**config.mk**
```make
export PLATFORM = sky130hd
export DESIGN_NAME = serial_logic_unit
export DESIGN_NICKNAME = d
export VERILOG_FILES = /design/src/rtl/serial_logic_unit.sv
export SDC_FILE = /design/constraint.sdc
export NUM_CORES = 1
export LEC_CHECK = 0
export CORE_UTILIZATION = 33
export DETAILED_ROUTE_END_ITERATION = 10
export PLACE_DENSITY = 0.65
export SYNTH_ARGS = -nofsm -noshare
export SYNTH_HDL_FRONTEND = slang
export SYNTH_SLANG_ARGS = --single-unit
```
**constraint.sdc**
```tcl
create_clock -name CLK -period 3.5 [get_ports CLK]
set_clock_uncertainty 0.15 [all_clocks]
set_input_delay 0.7 -clock CLK [delete_from_list [all_inputs] [get_ports CLK]]
set_output_delay 0.7 -clock CLK [all_outputs]
set_load 0.02 [all_outputs]
```
**src/rtl/serial_logic_unit.sv**
```systemverilog
// Bit-serial AND/OR/XOR/NAND unit: one result bit per clock, LSB first.
// START is accepted only in IDLE; RESULT changes only on completion.
module serial_logic_unit #(
  parameter int WIDTH = 8
) (
  input  logic             CLK,
  input  logic             RESET,
  input  logic             START,
  input  logic [1:0]       OP,
  input  logic [WIDTH-1:0] A,
  input  logic [WIDTH-1:0] B,
  output logic             BUSY,
  output logic             DONE,
  output logic [WIDTH-1:0] RESULT
);

  localparam int CW = $clog2(WIDTH) + 1;
  localparam logic [CW-1:0] LAST = CW'(WIDTH - 1);

  typedef enum logic [1:0] {
    S_IDLE,
    S_RUN,
    S_DONE
  } state_t;

  state_t           state_q, state_d;
  logic [CW-1:0]    cnt_q, cnt_d;
  logic [WIDTH-1:0] a_q, a_d;
  logic [WIDTH-1:0] b_q, b_d;
  logic [1:0]       op_q, op_d;
  logic [WIDTH-1:0] acc_q, acc_d;
  logic [WIDTH-1:0] result_q, result_d;
  logic             bit_res;
  logic [WIDTH-1:0] acc_next;

  // Operands shift right each RUN cycle, so bit 0 is always the current bit.
  always_comb begin
    bit_res = 1'b0;
    case (op_q)
      2'b00:   bit_res = a_q[0] & b_q[0];
      2'b01:   bit_res = a_q[0] | b_q[0];
      2'b10:   bit_res = a_q[0] ^ b_q[0];
      default: bit_res = ~(a_q[0] & b_q[0]);
    endcase
  end

  assign acc_next = {bit_res, {(WIDTH-1){1'b0}}} | (acc_q >> 1);

  always_comb begin
    state_d  = state_q;
    cnt_d    = cnt_q;
    a_d      = a_q;
    b_d      = b_q;
    op_d     = op_q;
    acc_d    = acc_q;
    result_d = result_q;
    case (state_q)
      S_IDLE: begin
        if (START) begin
          a_d     = A;
          b_d     = B;
          op_d    = OP;
          cnt_d   = '0;
          acc_d   = '0;
          state_d = S_RUN;
        end
      end
      S_RUN: begin
        a_d   = a_q >> 1;
        b_d   = b_q >> 1;
        acc_d = acc_next;
        cnt_d = cnt_q + CW'(1);
        if (cnt_q == LAST) begin
          result_d = acc_next;
          state_d  = S_DONE;
        end
      end
      S_DONE: begin
        state_d = S_IDLE;
      end
      default: begin
        state_d = S_IDLE;
      end
    endcase
  end

  always_ff @(posedge CLK or posedge RESET) begin
    if (RESET) begin
      state_q  <= S_IDLE;
      cnt_q    <= '0;
      a_q      <= '0;
      b_q      <= '0;
      op_q     <= '0;
      acc_q    <= '0;
      result_q <= '0;
    end else begin
      state_q  <= state_d;
      cnt_q    <= cnt_d;
      a_q      <= a_d;
      b_q      <= b_d;
      op_q     <= op_d;
      acc_q    <= acc_d;
      result_q <= result_d;
    end
  end

  assign BUSY   = (state_q == S_RUN);
  assign DONE   = (state_q == S_DONE);
  assign RESULT = result_q;

endmodule

```
==> results of run 1 <==
power by group through the flow:
stage	combinational [mW]	sequential [mW]	clock [mW]
6_report	0.677	0.784	0.288
2_1_floorplan	0.437	0.814	0
3_5_place_dp	0.688	0.793	0
5_1_grt	0.774	0.815	0.318
3_3_place_gp	0.664	0.787	0
4_1_cts	0.689	0.786	0.297
how the worst max path moves through the flow:
| stage | slack (ns) | to | depth (start not counted) | from |
|---|---|---|---|---|
| 3_5_place_dp | 1.16 | a_q[2]$_DFFE_PP0P_ | 4 | START |
| 6_report | 0.87 | BUSY | 3 | state_q[1]$_DFFE_PP0P_ |
| 3_3_place_gp | 1.20 | b_q[0]$_DFFE_PP0P_ | 4 | START |
| 4_1_cts | 0.86 | BUSY | 3 | state_q[1]$_DFFE_PP0P_ |
| 2_1_floorplan | 1.54 | BUSY | 4 | state_q[1]$_DFFE_PP0P_ |
| 5_1_grt | 0.77 | BUSY | 3 | state_q[1]$_DFFE_PP0P_ |
layout make-up:
cell class / count / share of cell area (%)
sequential: 39 / 47.1
multi-input combinational: 110 / 28.8
timing repair buffer: 32 / 15.2
tap: 67 / 4.05
clock buffer: 7 / 3.69
inverter: 5 / 0.906
clock inverter: 1 / 0.242
per-layer routing:
layer	vias to the layer above	track usage (%)
li1	607	-
met1	587	16.9
met2	20	22.7
met3	4	4.86
met4	0	4.58
met5	-	0
cell usage after synthesis, drive strengths merged:
master and count:
a211oi 1, dfrtp 39, mux2 7, nand2b 1, nand3 3, nor2 27
nand4 1, o21ai 15, clkbuf 9, and2 1, nand2 29, nor2b 1
o22ai 14, inv 5, a31oi 2, nor3 1, a21oi 2, o21ba 1
mux2i 1, ha 3
per-stage QoR:
stage | setup WS (ns) | total power, mW | std cells
after global routing | 0.772 | 1.91 | 261
after CTS | 0.860 | 1.77 | 261
final | 0.869 | 1.75 | 261
after global placement | 1.20 | 1.45 | 253
after floorplan | 1.54 | 1.25 | 163
after detailed placement | 1.16 | 1.48 | 253
sequential cells by signal (all words and copies together), names as in the netlist:
name and cells:
RESULT 8, a_q 8, b_q 8, acc_q 7, cnt_q 4, op_q 2
state_q 2
critical path, cell delays in order (launching register included):
cell,delay [ns]
dfrtp_1,0.40
nand2b_1,0.16
inv_1,0.26
clkdlybuf4s50_1,0.67
kinds of logic after synthesis:
logic type / share of synthesized area [%]
compound gates: 12.5
fa+ha+maj: 2.31
buf+inv: 3.24
flops: 60.1
mux: 5.47
simple gates: 16.4
==> run metrics, run 1 <==
cts hold-fix bufs 0; Worst-Skew Late Latency 0.29 ns; die height 72.2 um; cts bufs inserted 5; worst min-delay path class register to register; Reg2Reg Capture Point RESULT[5]$_DFFE_PP0P_; die area 0.00521 mm^2; Hold EP RESULT[2]$_DFFE_PP0P_; die width 72.2 um; final setup fails 0; hold path depth 1; most frequent cells in the layout 39 x dfrtp_1, 30 x clkdlybuf4s50_1, 29 x nand2_1, 27 x nor2_1, 15 x o21ai_0; Clk pwr share 16.5%; max_cap viols 0; uppermost layer routed met4; port bufs 30; combinational fraction of design power 38.7%; worst vdd ir 352 uV; worst hold start RESULT[2]$_DFFE_PP0P_; Post-DP Area 0.00199 mm^2; Antenna Nets Post-Route 0; # diodes 0; YS warnings 0; normalized max-slew margin 52.6%; Resize count post-CTS 0; Vias 1218; share of post-route cells with drive strength above 1 6.70%; sw frac 37.0%; Fmax 0.380 GHz; hpwl dp 2060 um; Arr. time, crit path 1.78 ns; first-pass GRT wire length 5480 um; DR vias/cell 4.67; internal power 1.10 mW; gr ovfl total 0; max-slew violation count 0; clock sinks 39; switching power 0.648 mW; Synth area leaders dfrtp_1 60%, nand2_1 6.7%, nor2_1 6.2%, o22ai_1 5.4%, o21ai_0 4.6%; row count 25; met2 WL 1520 um; status finished, final reports clean; FILL cells 471; synthesized instance count 163; DRT iter0 DRCs 48; pwr/cell area 845 mW/mm^2; FF/Latch Area 976 um^2; syn_nets 187; number of global-route vias before repair 1240; Synth area leader dfrtp_1; final core utilization 43.8%; Worst Reg-to-Reg Cells 4; multi-input logic area 596 um^2; crit-path max FO 11; DRC 0; worst r2r src state_q[1]$_DFFE_PP0P_; clk buf depth 2; critical path class register to output port; CTS tree built; Initial Utilization 34.4%; sequential area share after synthesis 60.1%; initial antenna violation count 0; WHS 0.339 ns; largest net degree at the start of global routing 40; Worst R2R Setup Slack 1.56 ns; leading cell type in the layout, fill and taps excluded dfrtp_1; Req. time, crit path 2.65 ns; CTS root buffer clkbuf_8; Layout area overhead 27.5%; post-synthesis register bit count 39; TritonRoute pass-1 iters 4; gpl congestion 0.753; DRT Wirelength 3100 um; setup tns final 0 ns; final worst-path cycle share 75.2%; count of cell types in the netlist 21; H-tree levels 2; setup bufs post-CTS 0; DR WL met3 127 um; Setup crit start kind register; fin crit period 2.63 ns; clock-pin slew on the worst setup and hold paths 0.07 ns; core area 0.00472 mm^2; Tot GR Track Use 13.8%; register share of total power 44.8%; top cell type's share of synthesized area 60.1%; Final Net Count 217; RSZ-0062 raised after global routing no; Slew @ Worst Pin 0.710 ns; syn_area_per_cell 9.96 um^2; Final Hold Vio Count 0; design area 0.00207 mm^2; I/O pins 31; routed len/inst 11.9 um; Pleak 0.903 nW; met1 wire length 1420 um; synthesized area 0.00162 mm^2; kind of end point of the critical path output port
Power figures use the tool's default switching activity.
==> inputs of run 2 (changes only) <==
==> constraint.sdc (replaced) <==
create_clock -name CLK -period 2.43 [get_ports CLK]
set_clock_uncertainty 0.15 [all_clocks]
set_input_delay 0.486 -clock CLK [delete_from_list [all_inputs] [get_ports CLK]]
set_output_delay 0.486 -clock CLK [all_outputs]
set_load 0.02 [all_outputs]
==> run metrics, run 2 (synthesized netlist as in run 1, its figures left out) <==
Clk pwr share 20.5% (was 16.5%); Resize count post-CTS 0 (unchanged); most frequent cells in the layout 39 x dfrtp_1, 30 x clkdlybuf4s50_1, 29 x nand2_1, 27 x nor2_1, 15 x o21ai_0 (unchanged); RSZ-0062 raised after global routing no (unchanged); critical path, cell by cell nand2b_1, inv_1, clkdlybuf4s50_1 (unchanged); clk buf depth 2 (unchanged); TritonRoute pass-1 iters 4 (unchanged); WHS 0.336 ns (was 0.339 ns); family with the most delay on the worst path buffers and inverters (unchanged); die width 72.2 um (unchanged); combinational fraction of design power 37.1% (was 38.7%); largest net degree at the start of global routing 40 (unchanged); leading cell type in the layout, fill and taps excluded dfrtp_1 (unchanged); internal power 1.73 mW (was 1.10 mW); port bufs 30 (unchanged); hpwl dp 2120 um (was 2060 um); # diodes 0 (unchanged); Final Hold Vio Count 0 (unchanged); I/O pins 31 (unchanged); worst min-delay path class register to register (unchanged); Antenna Nets Post-Route 0 (unchanged); number of global-route vias before repair 1228 (was 1240); Slew @ Worst Pin 0.494 ns (was 0.710 ns); max incr delay on CP 0.60 ns (was 0.67 ns); Setup crit start kind register (unchanged); Vias 1197 (was 1218); gpl congestion 0.701 (was 0.753); normalized max-slew margin 67.1% (was 52.6%); DRT iter0 DRCs 76 (was 48); Arr. time, crit path 1.58 ns (was 1.78 ns); final setup fails 0 (unchanged); clock sinks 39 (unchanged); Layout area overhead 30.7% (was 27.5%); cts hold-fix bufs 0 (unchanged); CP Launch Point state_q[1]$_DFFE_PP0P_ (unchanged); crit-path max FO 4 (was 11); pwr/cell area 1260 mW/mm^2 (was 845 mW/mm^2); register share of total power 42.4% (was 44.8%); clock-pin slew on the worst setup and hold paths 0.08 ns (was 0.07 ns); share of post-route cells with drive strength above 1 8.67% (was 6.70%); Initial Utilization 34.4% (unchanged); Tot GR Track Use 13.6% (was 13.8%); fin crit period 2.22 ns; die height 72.2 um (unchanged); Fmax 0.450 GHz; CTS tree built (unchanged); final worst-path cycle share 91.4%; core area 0.00472 mm^2 (unchanged); Req. time, crit path 1.79 ns (was 2.65 ns); dpl cells 255 (was 253); CTS root buffer clkbuf_8 (unchanged); setup bufs post-CTS 0 (unchanged); critical path's slowest cell clkdlybuf4s50_1 (unchanged); Final Net Count 219 (was 217); sw frac 35.2% (was 37.0%); row count 25 (unchanged); kind of end point of the critical path output port (unchanged); worst r2r src cnt_q[0]$_DFFE_PP0P_ (was state_q[1]$_DFFE_PP0P_); Buf/Inv on CP 2 (unchanged); max-slew violation count 0 (unchanged); Pleak 0.931 nW (was 0.903 nW); DRC 0 (unchanged); cts bufs inserted 5 (unchanged); switching power 0.939 mW (was 0.648 mW); Worst-Skew Late Latency 0.28 ns (was 0.29 ns); max_cap viols 0 (unchanged); routed len/inst 11.9 um (about the same); H-tree levels 2 (unchanged); DR vias/cell 4.55 (was 4.67); initial antenna violation count 0 (unchanged); setup tns final 0 ns (unchanged); critical path class register to output port (unchanged); status finished, final reports clean (unchanged); Non-Filler Instances 263 (was 261); gr ovfl total 0 (unchanged); first-pass GRT wire length 5420 um (was 5480 um); worst vdd ir 442 uV (was 352 uV); DRT Wirelength 3140 um (was 3100 um); worst hold start RESULT[2]$_DFFE_PP0P_ (unchanged); die area 0.00521 mm^2 (unchanged)
## run 2: cell types whose count changed in the layout (fill, tap and decap cells not counted)
cell       change
clkbuf_8       +1
buf_4          +2
clkbuf_1       -2
bufinv_16      +1
## run 2: power by group through the flow
| stage | clock [mW] | combinational (mW) | sequential [mW] |
|---|---|---|---|
| after floorplan | 0 | 0.629 | 1.17 |
| after global placement | 0 | 0.974 | 1.14 |
| after detailed placement | 0 | 1.00 | 1.15 |
| after CTS | 0.564 | 1.01 | 1.13 |
| after global routing | 0.593 | 1.13 | 1.18 |
| final | 0.548 | 0.991 | 1.13 |
## run 2: final timing paths
check / slack (ns) / depth (start not counted) / end
setup / recovery: 0.21 / 3 / BUSY
hold / removal: 0.34 / 1 / RESULT[2]$_DFFE_PP0P_
setup reg to reg: 0.68 / 4 / RESULT[5]$_DFFE_PP0P_
hold reg to reg: 0.34 / 1 / RESULT[2]$_DFFE_PP0P_
max in group asynchronous: 1.31 / 3 / cnt_q[3]$_DFFE_PP0P_
min in group asynchronous: 0.47 / 3 / a_q[3]$_DFFE_PP0P_
## run 2: layout make-up
class / count / area [um^2]
clock inverter: 2 / 35.0
timing repair buffer: 34 / 330
sequential: 39 / 976
inverter: 5 / 18.8
multi-input combinational: 110 / 596
tap: 67 / 83.8
fill: 457 / 2600
clock buffer: 6 / 82.6
## run 2: metal layers
layer / vias up / GRT usage (%) / share of wire [%]
met4: 0 / 5.23 / 0.83
met5: - / 0 / 0
met1: 568 / 17.4 / 49
met3: 2 / 4.44 / 3.9
li1: 612 / - / -
met2: 15 / 21.4 / 46
## run 2: metrics by stage
stage          util, %  worst slack (ns)  instance area [um^2]  power, mW
2_1_floorplan        -             0.687                  1620       1.80
3_3_place_gp      42.4             0.533                  2000       2.11
3_5_place_dp      42.4             0.521                  2000       2.15
4_1_cts           44.9             0.197                  2120       2.70
5_1_grt           44.9             0.129                  2120       2.90
6_report          44.9             0.210                  2120       2.67
